===== src/rtl/maxmin_scan_ctrl.sv =====
// maxmin_scan_ctrl: frame scanner tracking max/min value and index,
// comparing each element nibble-wise over two cycles (LO then HI).
// Ports: iClk/iRst (sync active-high); iStart/iLen start a frame
// (iLen=0 means 16); iData/iValid/oReady element handshake;
// oMax/oMin/oMaxIdx/oMinIdx results; oCmp last-vs-max (100 gt,
// 010 eq, 001 lt); oBusy not idle; oDone one-cycle final pulse.
// Option: define SIGNED_CMP_EN for two's complement comparison.
module maxmin_scan_ctrl (
  input  logic       iClk,
  input  logic       iRst,
  input  logic       iStart,
  input  logic [3:0] iLen,
  input  logic [7:0] iData,
  input  logic       iValid,
  output logic       oReady,
  output logic [7:0] oMax,
  output logic [7:0] oMin,
  output logic [3:0] oMaxIdx,
  output logic [3:0] oMinIdx,
  output logic [2:0] oCmp,
  output logic       oBusy,
  output logic       oDone
);

  typedef enum logic [2:0] {
    IDLE, FIRST, NEXT, CMP_LO, CMP_HI, DONE
  } state_t;

  state_t     state_q, state_d;
  logic [3:0] len_q, len_d;
  logic [3:0] cnt_q, cnt_d;
  logic [3:0] idx_q, idx_d;
  logic [7:0] elem_q, elem_d;
  logic [7:0] max_q, max_d;
  logic [7:0] min_q, min_d;
  logic [3:0] maxidx_q, maxidx_d;
  logic [3:0] minidx_q, minidx_d;
  logic [2:0] cmp_q, cmp_d;
  logic [2:0] lomax_q, lomax_d;
  logic [2:0] lomin_q, lomin_d;

  function automatic logic [2:0] cmp4(
    input logic [3:0] a,
    input logic [3:0] b
  );
    if (a > b)       return 3'b100;
    else if (a == b) return 3'b010;
    else             return 3'b001;
  endfunction

  logic [3:0] hi_e, hi_mx, hi_mn;
  logic [2:0] hmax, hmin, rmax, rmin;
  logic       last;

  always_comb begin
    hi_e  = elem_q[7:4];
    hi_mx = max_q[7:4];
    hi_mn = min_q[7:4];
`ifdef SIGNED_CMP_EN
    // Flipping the sign bit maps two's complement onto unsigned order.
    hi_e[3]  = ~elem_q[7];
    hi_mx[3] = ~max_q[7];
    hi_mn[3] = ~min_q[7];
`endif
    hmax = cmp4(hi_e, hi_mx);
    hmin = cmp4(hi_e, hi_mn);
    // Equal high nibbles defer to the low-nibble result.
    rmax = (hmax == 3'b010) ? lomax_q : hmax;
    rmin = (hmin == 3'b010) ? lomin_q : hmin;
    // len 0 wraps to 15, giving a 16-element frame.
    last = (idx_q == (len_q - 4'd1));
  end

  always_comb begin
    state_d  = state_q;
    len_d    = len_q;
    cnt_d    = cnt_q;
    idx_d    = idx_q;
    elem_d   = elem_q;
    max_d    = max_q;
    min_d    = min_q;
    maxidx_d = maxidx_q;
    minidx_d = minidx_q;
    cmp_d    = cmp_q;
    lomax_d  = lomax_q;
    lomin_d  = lomin_q;
    unique case (state_q)
      IDLE: begin
        if (iStart) begin
          len_d   = iLen;
          cnt_d   = 4'd0;
          state_d = FIRST;
        end
      end
      FIRST: begin
        if (iValid) begin
          max_d    = iData;
          min_d    = iData;
          maxidx_d = 4'd0;
          minidx_d = 4'd0;
          cmp_d    = 3'b000;
          cnt_d    = 4'd1;
          state_d  = (len_q == 4'd1) ? DONE : NEXT;
        end
      end
      NEXT: begin
        if (iValid) begin
          elem_d  = iData;
          idx_d   = cnt_q;
          cnt_d   = cnt_q + 4'd1;
          state_d = CMP_LO;
        end
      end
      CMP_LO: begin
        lomax_d = cmp4(elem_q[3:0], max_q[3:0]);
        lomin_d = cmp4(elem_q[3:0], min_q[3:0]);
        state_d = CMP_HI;
      end
      CMP_HI: begin
        cmp_d = rmax;
        if (rmax == 3'b100) begin
          max_d    = elem_q;
          maxidx_d = idx_q;
        end
        if (rmin == 3'b001) begin
          min_d    = elem_q;
          minidx_d = idx_q;
        end
        state_d = last ? DONE : NEXT;
      end
      DONE:    state_d = IDLE;
      default: state_d = IDLE;
    endcase
  end

  always_ff @(posedge iClk) begin
    if (iRst) begin
      state_q  <= IDLE;
      len_q    <= '0;
      cnt_q    <= '0;
      idx_q    <= '0;
      elem_q   <= '0;
      max_q    <= '0;
      min_q    <= '0;
      maxidx_q <= '0;
      minidx_q <= '0;
      cmp_q    <= '0;
      lomax_q  <= '0;
      lomin_q  <= '0;
    end else begin
      state_q  <= state_d;
      len_q    <= len_d;
      cnt_q    <= cnt_d;
      idx_q    <= idx_d;
      elem_q   <= elem_d;
      max_q    <= max_d;
      min_q    <= min_d;
      maxidx_q <= maxidx_d;
      minidx_q <= minidx_d;
      cmp_q    <= cmp_d;
      lomax_q  <= lomax_d;
      lomin_q  <= lomin_d;
    end
  end

  assign oReady  = (state_q == FIRST) || (state_q == NEXT);
  assign oBusy   = (state_q != IDLE);
  assign oDone   = (state_q == DONE);
  assign oMax    = max_q;
  assign oMin    = min_q;
  assign oMaxIdx = maxidx_q;
  assign oMinIdx = minidx_q;
  assign oCmp    = cmp_q;

endmodule


===== config.mk =====
export PLATFORM = sky130hd
export DESIGN_NAME = maxmin_scan_ctrl
export DESIGN_NICKNAME = d
export VERILOG_FILES = /design/src/rtl/maxmin_scan_ctrl.sv
export SDC_FILE = /design/constraint.sdc
export NUM_CORES = 1
export LEC_CHECK = 0
export BUFFER_PORTS_ARGS = -buffer_cell sky130_fd_sc_hd__buf_2
export CORE_MARGIN = 1
export CORE_UTILIZATION = 55
export CTS_BUF_LIST = sky130_fd_sc_hd__clkbuf_4 sky130_fd_sc_hd__clkbuf_8 sky130_fd_sc_hd__clkbuf_16
export CTS_CLUSTER_SIZE = 28
export DETAILED_ROUTE_END_ITERATION = 8
export PLACE_DENSITY = 0.78
export SETUP_SLACK_MARGIN = 0.2
export SLEW_MARGIN = 20
export SYNTH_ARGS = -nofsm -noshare
export SYNTH_HDL_FRONTEND = slang
export SYNTH_SLANG_ARGS = --single-unit

===== constraint.sdc =====
create_clock -name iClk -period 2.33 [get_ports iClk]
set_input_delay 0.466 -clock iClk [delete_from_list [all_inputs] [get_ports iClk]]
set_output_delay 0.466 -clock iClk [all_outputs]
set_load 0.005 [all_outputs]

Yosys cells after proc, flatten, opt, wreduce, memory -nomap -nowiden. Index checks and enable logic that the tools add are counted.

Bits in latches: 0. Flip-flop bits (word level): 56. Memories kept: 0. Bits of input ports: 16. Logic and storage cells: 82. ROM bits: 0. Memory bits (writable): 0.

$add $sub $neg: 2. Shift-type cells: 0. Reductions and logical operators: 12. Div/mod/pow operators: 0. Bitwise gates (word level): 0. Multiplexer cells: 32. $mul: 0. $lt $le $gt $ge: 4. Eq/ne operators: 20.

Operators by type and width (number): two-way mux 3 bit (12); one-hot mux 8 bit (2 select lines) (2); two-way mux 4 bit (6); two-way mux 8 bit (3); equality test 4 bit (5); greater-than comparator 4 bit (4); one-hot mux 4 bit (2 select lines) (2); one-hot mux 3 bit (5 select lines) (1); equality test 3 x 2 -> 1 bit, second input constant (4); one-hot mux 4 bit (3 select lines) (1); != test 2 bit, second input constant (5); equality test 3 bit, second input constant (3); AND reduction 3 bit (3); two-way mux 2 bit (4); equality test 3 x 1 -> 1 bit, second input constant (2); one-hot mux 3 bit (2 select lines) (1); AND reduction 2 bit (3); nonzero test 3 bit (2); adder 4 x 1 -> 4 bit, second input constant (1); equality test 4 x 1 -> 1 bit, second input constant (1); AND reduction 4 bit (1); subtractor 4 x 1 -> 4 bit, second input constant (1); zero test 3 bit (1); nonzero test 2 bit (1); logical OR 1 bit (1).

Logic depth before layout (Yosys ltp). Gate-level depths: netlist of the first run.

Word-level depth: 8. Depth in mapped cells: 8.

Least setup slack after synthesis of the first run. OpenSTA, ideal clock, no wires.

Path type: register -> register. Start point: reg max_q[5] (netlist: oMax[5]). End point: reg maxidx_q[0] (netlist: oMaxIdx[0]). Arrival: 1.801 ns. Setup time: 0.117 ns. Data required time: 2.213 ns. Cell stages (with the launch flop): 9. Setup slack: 0.412 ns. Buffers on the path: 1. Period minus slack after synthesis: 1.918 ns. Cells stage by stage: dfxtp_1 > inv_1 > ha_1 > and4_1 > and2_1 > o31ai_1 > buf_2 > a21oi_1 > a22o_1.

Longest elaborated chain between the ends: 8. Elaborated cells on any way between the ends: 9.

RTL lines: start, declared (RTL line 34) `logic [7:0] max_q, max_d;`; start signal, assigned (RTL line 156) `max_q <= max_d;`; branches (longest 2 deep; another with greater-than comparator 4 bit); two-way mux 3 bit (*) (RTL line 46) `if (a > b) return 3'b100;`; equality test 3 x 2 -> 1 bit (RTL line 68) `rmax = (hmax == 3'b010) ? lomax_q : hmax;`; two-way mux 3 bit (*) (RTL line 68); equality test 3 bit (*) (RTL line 121) `if (rmax == 3'b100) begin`; != test 2 bit (no line) (*); AND reduction 3 bit (no line) (*); end signal, assigned (RTL line 158) `maxidx_q <= maxidx_d;`; end, declared (RTL line 36) `logic [3:0] maxidx_q, maxidx_d;`.

Mark *: on every way between the ends. A chain may end at the register's enable or synchronous reset.

Worst setup path in the final report of the first run.
Start point: reg min_q[6] (netlist: oMin[6]). End point: reg min_q[3] (netlist: oMin[3]).

Longest elaborated chain between the ends: 8. Elaborated cells on any way between the ends: 9.

RTL lines: start, declared (RTL line 35) `logic [7:0] min_q, min_d;`; start signal, assigned (RTL line 157) `min_q <= min_d;`; branches (longest 2 deep; another with greater-than comparator 4 bit); two-way mux 3 bit (*) (RTL line 46); equality test 3 x 2 -> 1 bit (RTL line 69) `rmin = (hmin == 3'b010) ? lomin_q : hmin;`; two-way mux 3 bit (*) (RTL line 69); equality test 3 x 1 -> 1 bit (*) (RTL line 125) `if (rmin == 3'b001) begin`; != test 2 bit (no line) (*); AND reduction 3 bit (no line) (*).

Marks and branches as above.

==> summary.txt, run 1 <==
Bufs on Longest Clock Path: 2
FF-to-FF Start: oMin[6]
FF-to-FF End: oMin[3]
Row cnt: 26
Seq/Total Area, Yosys: 0.3834
Endpoints failing setup: 0
Initial core utilization: 0.5725
Post-synthesis xor/xnor area fraction: 0.01797
Latest clock arrival within the worst-skew pair: 0.32 ns
CP max stage delay: 0.52 ns
Synth area leader: dfxtp_1
Slew HR: 0.5346
RSZ-0062 raised after global routing: no
Status: completed
Req. time, crit path: 2.55 ns
Hold Vio Cnt, Final: 0
Startpoint Class: register
TritonRoute pass-1 iters: 4
CP bufs+invs: 2
Crit path max-delay family: compound AO/OA/AOI/OAI gates
Synth cell types: 51
Area of the die: 5612 sq um
FF+latch count, synth: 56
Arr. time, crit path: 2.36 ns
IO Count: 46
Sinks on Clock Net: 56
Residual DRC: 0
Clock-pin slew on the worst setup and hold paths: 0.10 ns
GRT Total Usage: 0.2501
Placer Congestion: 0.8624
N_diodes: 0
Setup CP Type: register to register
Die X: 74.92 um
Final Max Slew Viols: 0
Setup tns final: 0 ns
Dpl hpwl: 4.740 mm
Die height: 74.92 um
Worst-Margin Slew: 0.6918 ns
Vias per inst: 5.787
Fillers: 442
Non-Filler Instances: 456
Cells on worst reg2reg path: 8
Share of the synthesized area in the top cell type: 0.3834
Dpl cells: 442
CTS tree: built
Cell Area, Synth: 2924 sq um
Final wirelength: 6.999 mm
Root Buffer: clkbuf_8
Adder-cell area share of the yosys netlist: 0.08130
Largest net degree at the start of global routing: 36
Gr ovfl total: 0
Multiplexer share of the synthesized area: 0.04151
Largest family of logic cells by synthesized area: compound AO/OA/AOI/OAI gates
Synth Instances: 340
Synth Area in Simple Gates: 0.1926
Pwr/cell area: 609.3 nW/um^2
First-pass GRT wire length: 10.67 mm
WP depth: 8
Num CTS Buffers: 5
LEAKAGE: 1.336 nW
Total power: 2.094 mW
Fmax: 0.4675 GHz
Vias: 2639
Hold buffer count at cts: 0
Initial DRC count: 159
Critical-path top delay cell: o41a_1
Max cap viols: 0
Ys Warns: 0
Syn avg cell area: 8.600 sq um
Crit path capture: oMin[3]
Layout area overhead: 17.50%
Async S/R FF share, synth: 0
Clock skew: 0.01029 ns
PortBufs: 45
Cell chain of the critical path: inv_1, ha_1, nand4_1, o41a_1, a31oi_4, buf_8, nor2_1, a211oi_1
Critical Path Source: oMin[6]
Worst Hold Class: input port to register
Setup slack, reg-to-reg: 0.19 ns
Vias in the first global route: 2289
Number of flops mapped to enable cells by yosys: 0
Initial antenna violation count: 0
Core ar.: 5107 sq um
Area fraction in compound gates after synthesis: 0.2264
Period utilization: 0.9180
Crit path capture type: register
Max FO, Critical Path: 8
Top FF cell, synth: dfxtp_1
Remaining antenna violation count: 0
Syn Nets: 375
Post-route minimum period: 2.139 ns
WL per Instance: 15.35 um
VDD IR-drop max: 299.3 uV
Largest cells by area after synthesis: dfxtp_1 (38%), ha_1 (8.1%), a21oi_1 (5.6%)
Fin nets: 420
Layout cells sized above 1: 0.2254
H-tree depth: 2
==> area by class of cell <==
| type | count | area [sq um] | share of cell area |
|---|---|---|---|
| Clock buffer | 6 | 82.58 | 0.02403 |
| Sequential cell | 56 | 1126 | 0.3277 |
| Inverter | 19 | 71.32 | 0.02076 |
| Timing Repair Buffer | 59 | 371.6 | 0.1082 |
| Multi-Input combinational cell | 244 | 1682 | 0.4894 |
| Tap cell | 70 | 87.58 | 0.02549 |
| Clock inverter | 2 | 15.01 | 0.004370 |
==> per-layer routing <==
metal  routed length (um)  global-route usage  vias up
met1                 3144              0.3286     1246
met3                  294             0.04685       13
met4                  101             0.08176        0
met2                 3459              0.4144       72
met5                    0                   0        -
li1                     -                   -     1308
==> registers in the layout (all words and copies together), names as in the netlist <==
register and count:
cnt_q 4, lomin_q 3, len_q 4, elem_q 8, oCmp 3, oMaxIdx 4, lomax_q 3, oMinIdx 4
oMax 8, idx_q 4, oMin 8, state_q 3
==> cells in the mapped netlist (3+ instances only) <==
cell       n
nand2b_1  11
a32oi_1    5
or3_1      4
a31oi_1    5
a22o_1     4
mux2i_1   11
nand4_1    4
nor3_1     4
nand3b_1   6
nor2b_1    3
ha_1      19
a21oi_1   33
clkbuf_1  13
dfxtp_1   56
xor2_1     4
nor2_1    25
inv_1     19
buf_2      7
a211oi_1  15
nand3_1    7
nand2_1   33
o21ai_0   10
and2_1     6
==> cells by family after synthesis <==
| logic type | count (synthesis) |
|---|---|
| AOI/OAI and AO/OA | 95 |
| muxes | 12 |
| and+or+nand+nor | 112 |
| buffers and inverters | 40 |
| xor gates and xnor gates | 6 |
| DFF | 56 |
| adders and majority gates | 19 |
==> how the worst min path moves through the flow <==
stage / from / end / depth (start not counted)
detailed placement: oCmp[0] / oCmp[0] / 2
global route: iLen[0] / len_q[0] / 3
finish: iLen[0] / len_q[0] / 3
global placement: oCmp[0] / oCmp[0] / 2
CTS: iLen[0] / len_q[0] / 3
floorplan: elem_q[0] / elem_q[0] / 2
==> report_power, final <==
part	leakage, nW	internal (mW)	switching [mW]
Combinational	0.836	0.213	0.257
Sequential	0.456	1.00	0.0501
Clock	0.0434	0.241	0.328
Total	1.34	1.46	0.635
==> per-stage QoR <==
stage / worst slack [ns] / utilization / hold WS (ns) / area, sq um
2_1_floorplan: 0.4123 / - / 0.4490 / 2924
3_3_place_gp: 0.2155 / 0.6293 / 0.4450 / 3214
3_5_place_dp: 0.1821 / 0.6293 / 0.4533 / 3214
4_1_cts: 0.2043 / 0.6487 / 0.3728 / 3313
5_1_grt: 0.1351 / 0.6727 / 0.3737 / 3436
6_report: 0.1912 / 0.6727 / 0.3768 / 3436
==> worst reg2reg max path, cell delays in order (launching register included) <==
cell	delay (ns)
dfxtp_1	0.36
inv_1	0.05
ha_1	0.29
nand4_1	0.13
o41a_1	0.52
a31oi_4	0.24
buf_8	0.16
nor2_1	0.06
a211oi_1	0.23
==> layout by cell type, fill, tap and decap left out, types with 2 or more instances in the layout <==
| master | synthesis | layout |
|---|---|---|
| mux2i_1 | 11 | 11 |
| o32ai_1 | 2 | 2 |
| buf_4 | 0 | 10 |
| a31oi_1 | 5 | 5 |
| a211oi_1 | 15 | 14 |
| ha_1 | 19 | 19 |
| xor2_1 | 4 | 4 |
| nor3_1 | 4 | 4 |
| clkbuf_8 | 0 | 6 |
| a21o_1 | 2 | 2 |
| xnor2_1 | 2 | 2 |
| a21oi_1 | 33 | 32 |
| a32o_1 | 2 | 2 |
| and2_1 | 6 | 5 |
| nand3_1 | 7 | 7 |
| nor2b_1 | 3 | 3 |
| or2_2 | 2 | 2 |
| nand4_1 | 4 | 4 |
| nand3b_1 | 6 | 6 |
| or3_1 | 4 | 4 |
| nand2_1 | 33 | 33 |
| o21ai_0 | 10 | 10 |
| a32oi_1 | 5 | 5 |
| nand2b_1 | 11 | 11 |
| dfxtp_1 | 56 | 52 |
| o21a_1 | 2 | 2 |
| inv_1 | 19 | 19 |
| dfxtp_2 | 0 | 4 |
| a211oi_2 | 2 | 3 |
| nor2_1 | 25 | 25 |
| buf_2 | 7 | 45 |
| a22o_1 | 4 | 4 |
| clkinvlp_4 | 0 | 2 |
==> timing repair <==
item | CTS | global route
gates resized for setup | 1 | 16
endpoints found under the setup margin | 8 | 21
gates cloned | 0 | 2
buffers inserted | 0 | 4
pin swaps | 0 | 6
No activity file was read; power rests on OpenSTA's default activity.
==> run 2, diff against run 1 <==
--- a/config.mk
+++ b/config.mk
@@ -6,12 +6,14 @@
 export NUM_CORES = 1
 export LEC_CHECK = 0
 export BUFFER_PORTS_ARGS = -buffer_cell sky130_fd_sc_hd__buf_2
+export CELL_PAD_IN_SITES_DETAIL_PLACEMENT = 0
+export CELL_PAD_IN_SITES_GLOBAL_PLACEMENT = 1
 export CORE_MARGIN = 1
-export CORE_UTILIZATION = 55
+export CORE_UTILIZATION = 42
 export CTS_BUF_LIST = sky130_fd_sc_hd__clkbuf_4 sky130_fd_sc_hd__clkbuf_8 sky130_fd_sc_hd__clkbuf_16
 export CTS_CLUSTER_SIZE = 28
 export DETAILED_ROUTE_END_ITERATION = 8
-export PLACE_DENSITY = 0.78
+export PLACE_DENSITY_LB_ADDON = 0.1
 export SETUP_SLACK_MARGIN = 0.2
 export SLEW_MARGIN = 20
 export SYNTH_ARGS = -nofsm -noshare
==> run 2 against run 1 <==
  * Sequential cell count did not move
  * Final cell count rose by 2.9%
  * Worst setup slack improved by 0.0041 ns
  * Sequential share of layout area fell by 0.88 points
  * Clock skew barely moved
  * Routed wire length rose by 10%
  * Critical path depth fell by 1
  * Non-clock buffer count rose by 3
==> summary.txt, run 2 (same netlist as run 1, synthesis figures left out) <==
Critical-path top delay cell: o41a_1 (unchanged)
Remaining antenna violation count: 0 (unchanged)
Slew HR: 0.6610 (was 0.5346)
Cells on worst reg2reg path: 7 (was 8)
Initial antenna violation count: 0 (unchanged)
Vias in the first global route: 2328 (was 2289)
Clock skew: 0.01023 ns (was 0.01029 ns)
Crit path capture: oMin[6] (was oMin[3])
CP bufs+invs: 1 (was 2)
H-tree depth: 2 (unchanged)
First-pass GRT wire length: 11.79 mm (was 10.67 mm)
Fmax: 0.4684 GHz (was 0.4675 GHz)
Die X: 85.44 um (was 74.92 um)
RSZ-0062 raised after global routing: yes (was no)
WP depth: 7 (was 8)
Setup slack, reg-to-reg: 0.20 ns (was 0.19 ns)
Fin nets: 423 (was 420)
Hold Vio Cnt, Final: 0 (unchanged)
Bufs on Longest Clock Path: 2 (unchanged)
Final Max Slew Viols: 0 (unchanged)
Total power: 2.139 mW (was 2.094 mW)
Crit path max-delay family: compound AO/OA/AOI/OAI gates (unchanged)
Max FO, Critical Path: 8 (unchanged)
Latest clock arrival within the worst-skew pair: 0.32 ns (about the same)
Hold WS: 0.3649 ns (was 0.3768 ns)
Final core occ: 0.5231 (was 0.6727)
Initial DRC count: 87 (was 159)
Vias per inst: 5.544 (was 5.787)
Final wirelength: 7.701 mm (was 6.999 mm)
Area of the die: 7300 sq um (was 5612 sq um)
LEAKAGE: 1.356 nW (was 1.336 nW)
Commonest non-fill, non-tap cells in the layout: dfxtp_1 (51), buf_2 (45), a21oi_1 (33), nand2_1 (33), nor2_1 (20) (was dfxtp_1 (52), buf_2 (45), nand2_1 (33))
Row cnt: 30 (was 26)
Dpl hpwl: 5.381 mm (was 4.740 mm)
Most common cell after layout, fill and taps aside: dfxtp_1 (unchanged)
Pwr/cell area: 605.1 nW/um^2 (was 609.3 nW/um^2)
PortBufs: 45 (unchanged)
Period utilization: 0.9162 (was 0.9180)
Layout area overhead: 20.88% (was 17.50%)
Residual DRC: 0 (unchanged)
Cell chain of the critical path: ha_4, nand4_1, o41a_1, a31oi_4, buf_12, nor2_1, a211oi_2 (was inv_1, ha_1, nand4_1, o41a_1, a31oi_4, buf_8, nor2_1, a211oi_1)
Worst-Margin Slew: 0.5079 ns (was 0.6918 ns)
Layout cells sized above 1: 0.2674 (was 0.2254)
Post-route minimum period: 2.135 ns (was 2.139 ns)
Startpoint Class: register (unchanged)
Clock-pin slew on the worst setup and hold paths: 0.11 ns (was 0.10 ns)
Initial core utilization: 0.4328 (was 0.5725)
Status: completed (unchanged)
Vias: 2600 (was 2639)
Fillers: 675 (was 442)
Req. time, crit path: 2.58 ns (was 2.55 ns)
CP max stage delay: 0.55 ns (was 0.52 ns)
Sinks on Clock Net: 56 (unchanged)
Core ar.: 6756 sq um (was 5107 sq um)
Largest net degree at the start of global routing: 22 (was 36)
WL per Instance: 16.42 um (was 15.35 um)
Endpoints failing setup: 0 (unchanged)
TritonRoute pass-1 iters: 4 (unchanged)
GRT Total Usage: 0.2059 (was 0.2501)
Dpl cells: 457 (was 442)
Crit path capture type: register (unchanged)
Root Buffer: clkbuf_8 (unchanged)
Gr ovfl total: 0 (unchanged)
Setup CP Type: register to register (unchanged)
Hold path depth: 3 (unchanged)
N_diodes: 0 (unchanged)
FF-to-FF End: oMin[6] (was oMin[3])
VDD IR-drop max: 212.6 uV (was 299.3 uV)
Placer Congestion: 0.7502 (was 0.8624)
CTS tree: built (unchanged)
Critical Path Source: elem_q[6] (was oMin[6])
IO Count: 46 (unchanged)
Num CTS Buffers: 5 (unchanged)
Worst Hold Class: input port to register (unchanged)
FF-to-FF Start: elem_q[6] (was oMin[6])
Setup tns final: 0 ns (unchanged)
Max cap viols: 0 (unchanged)
Arr. time, crit path: 2.38 ns (was 2.36 ns)
Die height: 85.44 um (was 74.92 um)
Non-Filler Instances: 469 (was 456)
## run 2: cell count changes in the layout (fill, tap and decap cells not counted), moves of 3 or more
| cell | before | now |
|---|---|---|
| inv_2 | 0 | 4 |
| ha_1 | 19 | 15 |
| buf_4 | 10 | 13 |
| inv_1 | 19 | 15 |
| ha_4 | 0 | 4 |
| nor2_2 | 1 | 5 |
| nor2_1 | 25 | 20 |
## run 2: report_power, final
part	switching, mW	leakage (nW)	internal, mW
sequential	0.0536	0.457	1.00
combinational	0.268	0.856	0.226
clock	0.345	0.0434	0.242
## run 2: cell type report
| cell class | count | area, sq um | area share |
|---|---|---|---|
| Sequential cell | 56 | 1127 | 0.3189 |
| Multi-Input combinational cell | 244 | 1748 | 0.4945 |
| Clock inverter | 2 | 15.01 | 0.004248 |
| Inverter | 19 | 71.32 | 0.02018 |
| Timing Repair Buffer | 62 | 390.4 | 0.1104 |
| Clock buffer | 6 | 82.58 | 0.02336 |
| Tap cell | 80 | 100.1 | 0.02832 |
## run 2: repair_timing
item / in CTS / in global routing
gates cloned: 0 / 1
setup endpoints to repair: 12 / 21
resized for setup: 2 / 26
hold buffers: 0 / 0
buffers inserted: 0 / 3
pin swaps: 0 / 14
## run 2: how the worst min path moves through the flow
stage	startpoint	to
2_1_floorplan	elem_q[0]	elem_q[0]
3_3_place_gp	oCmp[0]	oCmp[0]
3_5_place_dp	oCmp[0]	oCmp[0]
4_1_cts	iLen[1]	len_q[1]
5_1_grt	iLen[2]	len_q[2]
6_report	iLen[1]	len_q[1]
## run 2: layer usage
layer	share of wire	global-route usage	vias up	wire, um
li1	-	-	1318	-
met1	0.47	0.2718	1219	3620
met2	0.49	0.3535	54	3758
met3	0.029	0.03016	9	226
met4	0.012	0.05000	0	95
met5	0	0	-	0
## run 2: per-stage QoR
stage	cell area, sq um	worst slack, ns
after detailed placement	3264	0.1387
after global routing	3535	0.1575
final	3535	0.1953
after floorplan	2924	0.4123
after CTS	3368	0.2197
after global placement	3264	0.2049
## run 2: worst min-delay path, cell delays in order
cell and delay, ns:
buf_2 0.07, a21oi_1 0.05, nor2_1 0.07
